**src/rtl/stream_mux_arb.sv**
```systemverilog
// N-channel valid/ready stream funnel with packet locking and a single output register stage.
// Arbitration is round-robin (mode = 0) or fixed lowest-index priority (mode = 1).
module stream_mux_arb #(
  parameter int unsigned data_width = 8,
  parameter int unsigned num_ch     = 4,
  parameter int unsigned sel_width  = $clog2(num_ch)
) (
  input  logic                         clk,
  input  logic                         rst,
  input  logic                         mode,
  input  logic [num_ch*data_width-1:0] in_data,
  input  logic [num_ch-1:0]            in_valid,
  input  logic [num_ch-1:0]            in_last,
  output logic [num_ch-1:0]            in_ready,
  output logic [data_width-1:0]        out_data,
  output logic                         out_valid,
  output logic                         out_last,
  output logic [sel_width-1:0]         out_sel,
  input  logic                         out_ready
);

  localparam logic [0:0] StIdle   = 1'b0;
  localparam logic [0:0] StLocked = 1'b1;

  logic [0:0]            state_q, state_d;
  logic [sel_width-1:0]  lock_ch_q, lock_ch_d;
  logic [sel_width-1:0]  rr_ptr_q, rr_ptr_d;
  logic [data_width-1:0] out_data_q, out_data_d;
  logic                  out_valid_q, out_valid_d;
  logic                  out_last_q, out_last_d;
  logic [sel_width-1:0]  out_sel_q, out_sel_d;

  logic                  load_en;
  logic                  grant_valid;
  logic [sel_width-1:0]  grant_idx;
  logic [sel_width-1:0]  cur_ch;
  logic                  xfer;
  logic [data_width-1:0] cur_data;
  logic                  cur_last;

  assign load_en = !out_valid_q || out_ready;

  // Round-robin runs two passes: channels at/after rr_ptr first, then the wrapped ones.
  always_comb begin
    grant_valid = 1'b0;
    grant_idx   = '0;
    if (mode) begin
      for (int i = 0; i < int'(num_ch); i++) begin
        if (!grant_valid && in_valid[i]) begin
          grant_valid = 1'b1;
          grant_idx   = sel_width'(i);
        end
      end
    end else begin
      for (int i = 0; i < int'(num_ch); i++) begin
        if (!grant_valid && in_valid[i] && (sel_width'(i) >= rr_ptr_q)) begin
          grant_valid = 1'b1;
          grant_idx   = sel_width'(i);
        end
      end
      for (int i = 0; i < int'(num_ch); i++) begin
        if (!grant_valid && in_valid[i] && (sel_width'(i) < rr_ptr_q)) begin
          grant_valid = 1'b1;
          grant_idx   = sel_width'(i);
        end
      end
    end
  end

  assign cur_ch = (state_q == StLocked) ? lock_ch_q : grant_idx;

  always_comb begin
    in_ready = '0;
    if (!rst) begin
      if (state_q == StLocked) begin
        in_ready[lock_ch_q] = load_en;
      end else if (load_en && grant_valid) begin
        in_ready[grant_idx] = 1'b1;
      end
    end
  end

  assign xfer = |(in_ready & in_valid);

  always_comb begin
    cur_data = '0;
    cur_last = 1'b0;
    for (int i = 0; i < int'(num_ch); i++) begin
      if (cur_ch == sel_width'(i)) begin
        cur_data = in_data[i*data_width +: data_width];
        cur_last = in_last[i];
      end
    end
  end

  always_comb begin
    state_d     = state_q;
    lock_ch_d   = lock_ch_q;
    rr_ptr_d    = rr_ptr_q;
    out_data_d  = out_data_q;
    out_valid_d = out_valid_q;
    out_last_d  = out_last_q;
    out_sel_d   = out_sel_q;
    if (load_en) begin
      out_valid_d = xfer;
      if (xfer) begin
        out_data_d = cur_data;
        out_last_d = cur_last;
        out_sel_d  = cur_ch;
      end
    end
    if (xfer) begin
      if (state_q == StIdle && !cur_last) begin
        state_d   = StLocked;
        lock_ch_d = cur_ch;
      end else if (state_q == StLocked && cur_last) begin
        state_d = StIdle;
      end
      if (cur_last) begin
        rr_ptr_d = (cur_ch == sel_width'(num_ch - 1)) ? '0 : cur_ch + sel_width'(1);
      end
    end
  end

  always_ff @(posedge clk) begin
    if (rst) begin
      state_q     <= StIdle;
      lock_ch_q   <= '0;
      rr_ptr_q    <= '0;
      out_data_q  <= '0;
      out_valid_q <= 1'b0;
      out_last_q  <= 1'b0;
      out_sel_q   <= '0;
    end else begin
      state_q     <= state_d;
      lock_ch_q   <= lock_ch_d;
      rr_ptr_q    <= rr_ptr_d;
      out_data_q  <= out_data_d;
      out_valid_q <= out_valid_d;
      out_last_q  <= out_last_d;
      out_sel_q   <= out_sel_d;
    end
  end

  assign out_data  = out_data_q;
  assign out_valid = out_valid_q;
  assign out_last  = out_last_q;
  assign out_sel   = out_sel_q;

endmodule

```
**config.mk**
```make
export PLATFORM = sky130hd
export DESIGN_NAME = stream_mux_arb
export DESIGN_NICKNAME = d
export VERILOG_FILES = /design/src/rtl/stream_mux_arb.sv
export SDC_FILE = /design/constraint.sdc
export NUM_CORES = 1
export LEC_CHECK = 0
export CAP_MARGIN = 20
export CORE_UTILIZATION = 38
export DETAILED_ROUTE_END_ITERATION = 7
export PLACE_DENSITY = 0.83
export SYNTH_ARGS = -nofsm -noshare
export SYNTH_HDL_FRONTEND = slang
export SYNTH_SLANG_ARGS = --single-unit
```
**constraint.sdc**
```tcl
create_clock -name clk -period 3.16 [get_ports clk]
set_clock_uncertainty 0.1 [all_clocks]
set_input_delay 0.316 -clock clk [delete_from_list [all_inputs] [get_ports clk]]
set_output_delay 0.316 -clock clk [all_outputs]
set_load 0.02 [all_outputs]
```
==> flow_summary.ini, run 1 <==
[yosys]
synth.net_count = 215
synth_flop_cell = dfxtp_1
synth_area_um2 = 1360
ys.warnings.count = 0
synthesis.instances = 166
synth_cell_types = 42
synth-edff-count = 0
async_flop_share_pct = 0
syn_avg_cell_area_um2 = 8.19
ys_seq_area_share_pct = 25.0
ys_ff_latch = 17

[drt]
wl_per_cell_um = 13.2
route.detailed.drc = 0
vias = 1563
dr.pass1.iters = 4
wirelength_um = 3910
final_antenna_net_count = 0
drt_iter0_drc = 68
post_drt_via_cell_ratio = 5.28

[power_and_ir_drop]
p_seq_share_pct = 19.4
switchingPower_uw = 837
total_power_mw = 1.90
p_clk_share_pct = 6.6
powerDensity_nw_per_um2 = 845
intPower_mw = 1.07
swShare_pct = 44.0
ir_worst_vdd_v = 0.000447
p_comb_share_pct = 74.0
power.leakage_nw = 1.00

[die]
core_um2 = 3390
die_h_um = 61.8
rows = 21
die_x_um = 61.8
io_pins = 60
start_util_pct = 40.1
die_area_um2 = 3820

[sta]
hold_viol_final = 0
period_needed_ns = 3.05
drv_slew = 0
setup_viol = 0
timing.fmax_mhz = 328
period_share_pct = 96.6
slew_headroom_pct = 74.6
setup_slack_ns = 0.108
setup_tns_ns = 0
rsz0062_at_grt = false
worst_pin_slew_ns = 0.377

[outcome]
status = complete, no violations

[global_route]
grt_pass1_wl_um = 6110
grt_max_degree = 20
gr-total-overflow = 0
grtUsageMet3_pct = 2.90
use_met1_pct = 26.7
antenna_found_initial = 0
grt_busiest_layer = met2
grt_use_total_pct = 21.4
met2_usage_pct = 35.9
grt_pass1_vias = 1474

[setup_path]
crit_type = register to output port
critPathCaptureType = output port
path_cells = nor4b_2, a311oi_2, buf_4, o31a_1, nor2_1, and3_1, clkdlybuf4s50_1
crit_fanout = 5
start_kind = register
worst_path_max_delay_cell = clkdlybuf4s50_1
arrival_ns = 2.64
cp.required_ns = 2.74
cpPeakStageDelay_ns = 0.60

[clock_tree]
cts_tree = yes
clock_path_buffers = 2
cts_max_level = 1
cts.sinks = 17
cts-root-buf = clkbuf_4
path_clk_slew_ns = 0.11
numCtsBuffers = 3
clk_latency_ns = 0.30

[final_layout]
final_common_cell = clkdlybuf4s50_1
final_cell_mix = 55 x clkdlybuf4s50_1, 31 x buf_4, 17 x dfxtp_1
n_antenna_cell = 0
layout-drive-gt1-share_pct = 19.2
layout.nets = 300
fillerInstances = 269
syn_to_final_growth_pct = 65.9

[run]
maxCapViolCount = 0

[place]
place.port_buffers = 59
pre_cts_ws_ns = -0.426
hpwl_um = 3090
globalplace.congestion = 0.853

[min_path]
hp-class = register to register
-- power by group through the flow --
stage | registers (mW) | logic [mW] | clock network (mW)
6_report | 0.369 | 1.41 | 0.125
5_1_grt | 0.382 | 1.54 | 0.132
4_1_cts | 0.368 | 1.38 | 0.126
3_5_place_dp | 0.371 | 1.35 | 0
3_3_place_gp | 0.370 | 1.32 | 0
2_1_floorplan | 0.423 | 0.781 | 0
-- synthesized netlist by cell type (2+ instances only) --
cell type	n	area share [%]
o211ai_1	2	1.1
dfxtp_1	17	25
a21oi_1	17	6.3
nand2b_1	17	7.8
a221o_1	2	1.5
nor2_1	9	2.5
a31oi_1	2	0.92
clkbuf_1	8	2.2
and2_1	4	1.8
mux2i_1	11	8.1
nor3_1	10	3.7
mux2_1	2	1.7
a22oi_1	2	1.1
nor2b_1	12	5.5
a221oi_1	7	4.5
and3_1	2	0.92
inv_1	8	2.2
nand2_1	6	1.7
ha_1	5	4.6
-- final cells by class --
class / instances / area (um2) / share of cell area, %
multi-input combinational: 130 / 961 / 42.6
timing repair buffer: 90 / 830 / 36.8
sequential: 17 / 340 / 15.1
tap: 46 / 57.6 / 2.55
inverter: 9 / 38.8 / 1.72
clock buffer: 3 / 22.5 / 0.999
clock inverter: 1 / 5.00 / 0.222
-- timing repair --
item,in CTS,in global routing
pin swaps,1,7
resized for setup,3,6
endpoints found under the setup margin,3,6
hold buffers,0,0
setup buffers,1,2
-- cells by family after synthesis --
| family | synth area share, % |
|---|---|
| AOI/OAI and AO/OA | 27.4 |
| and+or+nand+nor | 26.9 |
| buffers and inverters | 6.26 |
| adders and majority gates | 4.60 |
| muxes | 9.76 |
| DFF | 25.0 |
-- critical path: cells and delay by family, from the launching register on --
family,cells,cell delay [ns]
buf+inv,2,0.77
simple gates,3,0.75
compound gates,2,0.41
flops,1,0.40
-- per-layer routing --
metal / part of all wire [%] / routed length, um
met5: 0 / 0
met4: 1.9 / 75
met3: 5.0 / 196
met2: 49 / 1920
met1: 44 / 1720
-- path summary, 6_finish.rpt --
path / from / to / slack, ns / depth (start not counted)
worst max-delay path: rr_ptr_q[1] / in_ready[3] / 0.11 / 7
worst min-delay path: out_data[5] / out_data[5] / 0.38 / 2
worst max register to register: rr_ptr_q[1] / state_q / 0.16 / 12
worst min register to register: out_data[5] / out_data[5] / 0.38 / 2
-- sequential cells by signal (all words and copies together), names as in the netlist --
signal     cells
out_sel        2
lock_ch_q      2
out_valid      1
out_last       1
out_data       8
state_q        1
rr_ptr_q       2
-- metrics by stage --
step | utilization [%] | area, um2 | hold WS [ns] | cells
5_1_grt | 66.5 | 2250 | 0.411 | 296
3_3_place_gp | 64.0 | 2170 | 0.363 | 289
3_5_place_dp | 64.0 | 2170 | 0.368 | 289
4_1_cts | 65.4 | 2220 | 0.385 | 294
2_1_floorplan | - | 1360 | 0.353 | 166
6_report | 66.5 | 2250 | 0.381 | 296
(Power assumes the default switching activity.)
==> run 2, diff against run 1 <==
- GPL_ROUTABILITY_DRIVEN: default -> 1
==> results of run 2 <==
No change in the layout: final DEF, timing and power equal those of run 1.
==> run 3, diff against run 2 <==
- GPL_TIMING_DRIVEN: default -> 0
==> run 3 against run 2 <==
Net effect:
- first-iteration DRC count shrank 31%
- critical path depth grew 6
- clock-buffer cell count grew 1
- critical path type is now input port to register
- sequential share of layout area grew 1.1 points
- hold slack lost 0.0028 ns
==> flow_summary.ini, run 3 (same netlist as run 1, synthesis figures left out) <==
[setup_path]
r2r_cells = 13
rr_startpoint = rr_ptr_q[1]
reg2reg_to = state_q
cp_top_family = compound AO/OA/AOI/OAI gates
r2r_slack_ns = 0.10
start_kind = input port
cpPeakStageDelay_ns = 0.35
cp.required_ns = 3.24
cp_num_buf_inv = 2
arrival_ns = 3.16
crit_type = input port to register
critPathMostFrequentCell = nor3_2
path_cells = dlygate4sd2_1, nand2b_1, a311oi_2, nor3_2, a21oi_2, inv_2, ha_4, a221o_1, a22oi_2, ha_1, nor3_2, a32oi_1, mux2_1
critPathLaunch = in_valid[3]
crit_fanout = 9
critPathCaptureType = register
worst_path_max_delay_cell = a311oi_2

[clock_tree]
cts_max_level = 1
clock_path_buffers = 2
cts_tree = yes
cts.sinks = 17
path_clk_slew_ns = 0.10
cts_hold_buffers = 0
cts-root-buf = clkbuf_4
clk_latency_ns = 0.28
numCtsBuffers = 3

[final_layout]
syn_to_final_growth_pct = 57.1
final_cell_count_no_fill = 278
largest_reg_flops = 8
n_antenna_cell = 0
final_cell_mix = 54 x clkdlybuf4s50_1, 17 x nand2b_1, 16 x a21oi_1
layout-drive-gt1-share_pct = 14.7
layout.nets = 282
final_common_cell = clkdlybuf4s50_1

[sta]
slew_headroom_pct = 72.6
setup_slack_ns = 0.0760
period_needed_ns = 3.08
hold_viol_final = 0
whs_ns = 0.378
period_share_pct = 97.6
timing.fmax_mhz = 324
drv_slew = 0
setup_viol = 0
worst_pin_slew_ns = 0.411

[die]
die_h_um = 61.8
rows = 21
start_util_pct = 40.1
io_pins = 60
die_area_um2 = 3820
core_um2 = 3390
die_x_um = 61.8

[min_path]
hold-path-cell-count = 2
holdPathEnd = out_data[5]
hp-class = register to register
min_from = out_data[5]

[place]
dp_cells = 271
pre_cts_ws_ns = -0.833
globalplace.congestion = 0.826
place.port_buffers = 59
hpwl_um = 2840

[power_and_ir_drop]
ir_worst_vdd_v = 0.000470
powerDensity_nw_per_um2 = 871
p_clk_share_pct = 6.1
power.leakage_nw = 0.876
p_comb_share_pct = 74.4
swShare_pct = 44.6
switchingPower_uw = 829
p_seq_share_pct = 19.5
intPower_mw = 1.03

[run]
maxCapViolCount = 0

[global_route]
grt_pass1_vias = 1302
grt_use_total_pct = 19.5
grt_max_degree = 11
gr-total-overflow = 0
antenna_found_initial = 0
grt_pass1_wl_um = 5600

[drt]
dr.pass1.iters = 4
post_drt_via_cell_ratio = 5.16
wl_per_cell_um = 13.4
final_antenna_net_count = 0
vias = 1434
drt_iter0_drc = 47
route.detailed.drc = 0
wirelength_um = 3730

[outcome]
status = complete, no violations
run 3: cell types whose count changed in the layout (fill, tap and decap cells not counted), sizes merged:
cell / delta
clkinv: -1
dlymetal6s2s: -3
clkbuf: +5
clkdlybuf4s50: -1
dlygate4sd2: +4
buf: -22
run 3: how the worst max path moves through the flow:
stage          cells past startpoint  slack (ns)       to
6_report                          13        0.08  state_q
3_5_place_dp                      13       -0.83  state_q
2_1_floorplan                     12        0.05  state_q
5_1_grt                           13       -0.07  state_q
4_1_cts                           13        0.01  state_q
3_3_place_gp                      13       -0.80  state_q
run 3: layout make-up:
type                    instances  area, um2
plain buffers                   7       38.8
clock buffers                   4       26.3
fillers                       289       1250
inverters                       9       38.8
multi-input cells             130        998
flip-flops and latches         17        345
well taps                      46       57.6
repair buffers                 65        629
run 3: worst min-delay path: stages, from the launching register on:
cell and delay [ns]:
dfxtp_1 0.32, nand2b_1 0.06, mux2i_1 0.06
run 3: power by group through the flow:
stage / clock [mW] / sequential [mW] / combinational, mW
floorplan: 0 / 0.423 / 0.781
global placement: 0 / 0.360 / 1.20
detailed placement: 0 / 0.361 / 1.23
CTS: 0.116 / 0.360 / 1.28
global route: 0.127 / 0.374 / 1.51
finish: 0.113 / 0.362 / 1.38
run 3: routing by layer:
metal,routed length (um),vias up,global-route usage [%]
met2,1880,49,34.6
met1,1640,643,25.6
met4,36,0,6.03
met5,0,-,0
li1,-,738,-
met3,175,4,0.621
run 3: through the flow:
step	instance area [um2]	utilization (%)	total power [mW]	TNS, ns
floorplan	1360	-	1.20	0
global placement	2010	59.2	1.56	-4.13
detailed placement	2010	59.2	1.59	-4.97
CTS	2060	60.9	1.75	0
global route	2130	63.0	2.01	-0.252
finish	2130	63.0	1.86	0
run 3: repair_timing:
| action | in CTS | in global routing |
|---|---|---|
| pin swaps | 6 | 5 |
| setup endpoints to repair | 8 | 3 |
| endpoints found under the hold margin | 0 | 0 |
| setup buffers | 2 | 4 |
| resized for setup | 14 | 12 |
| gates cloned | 0 | 0 |
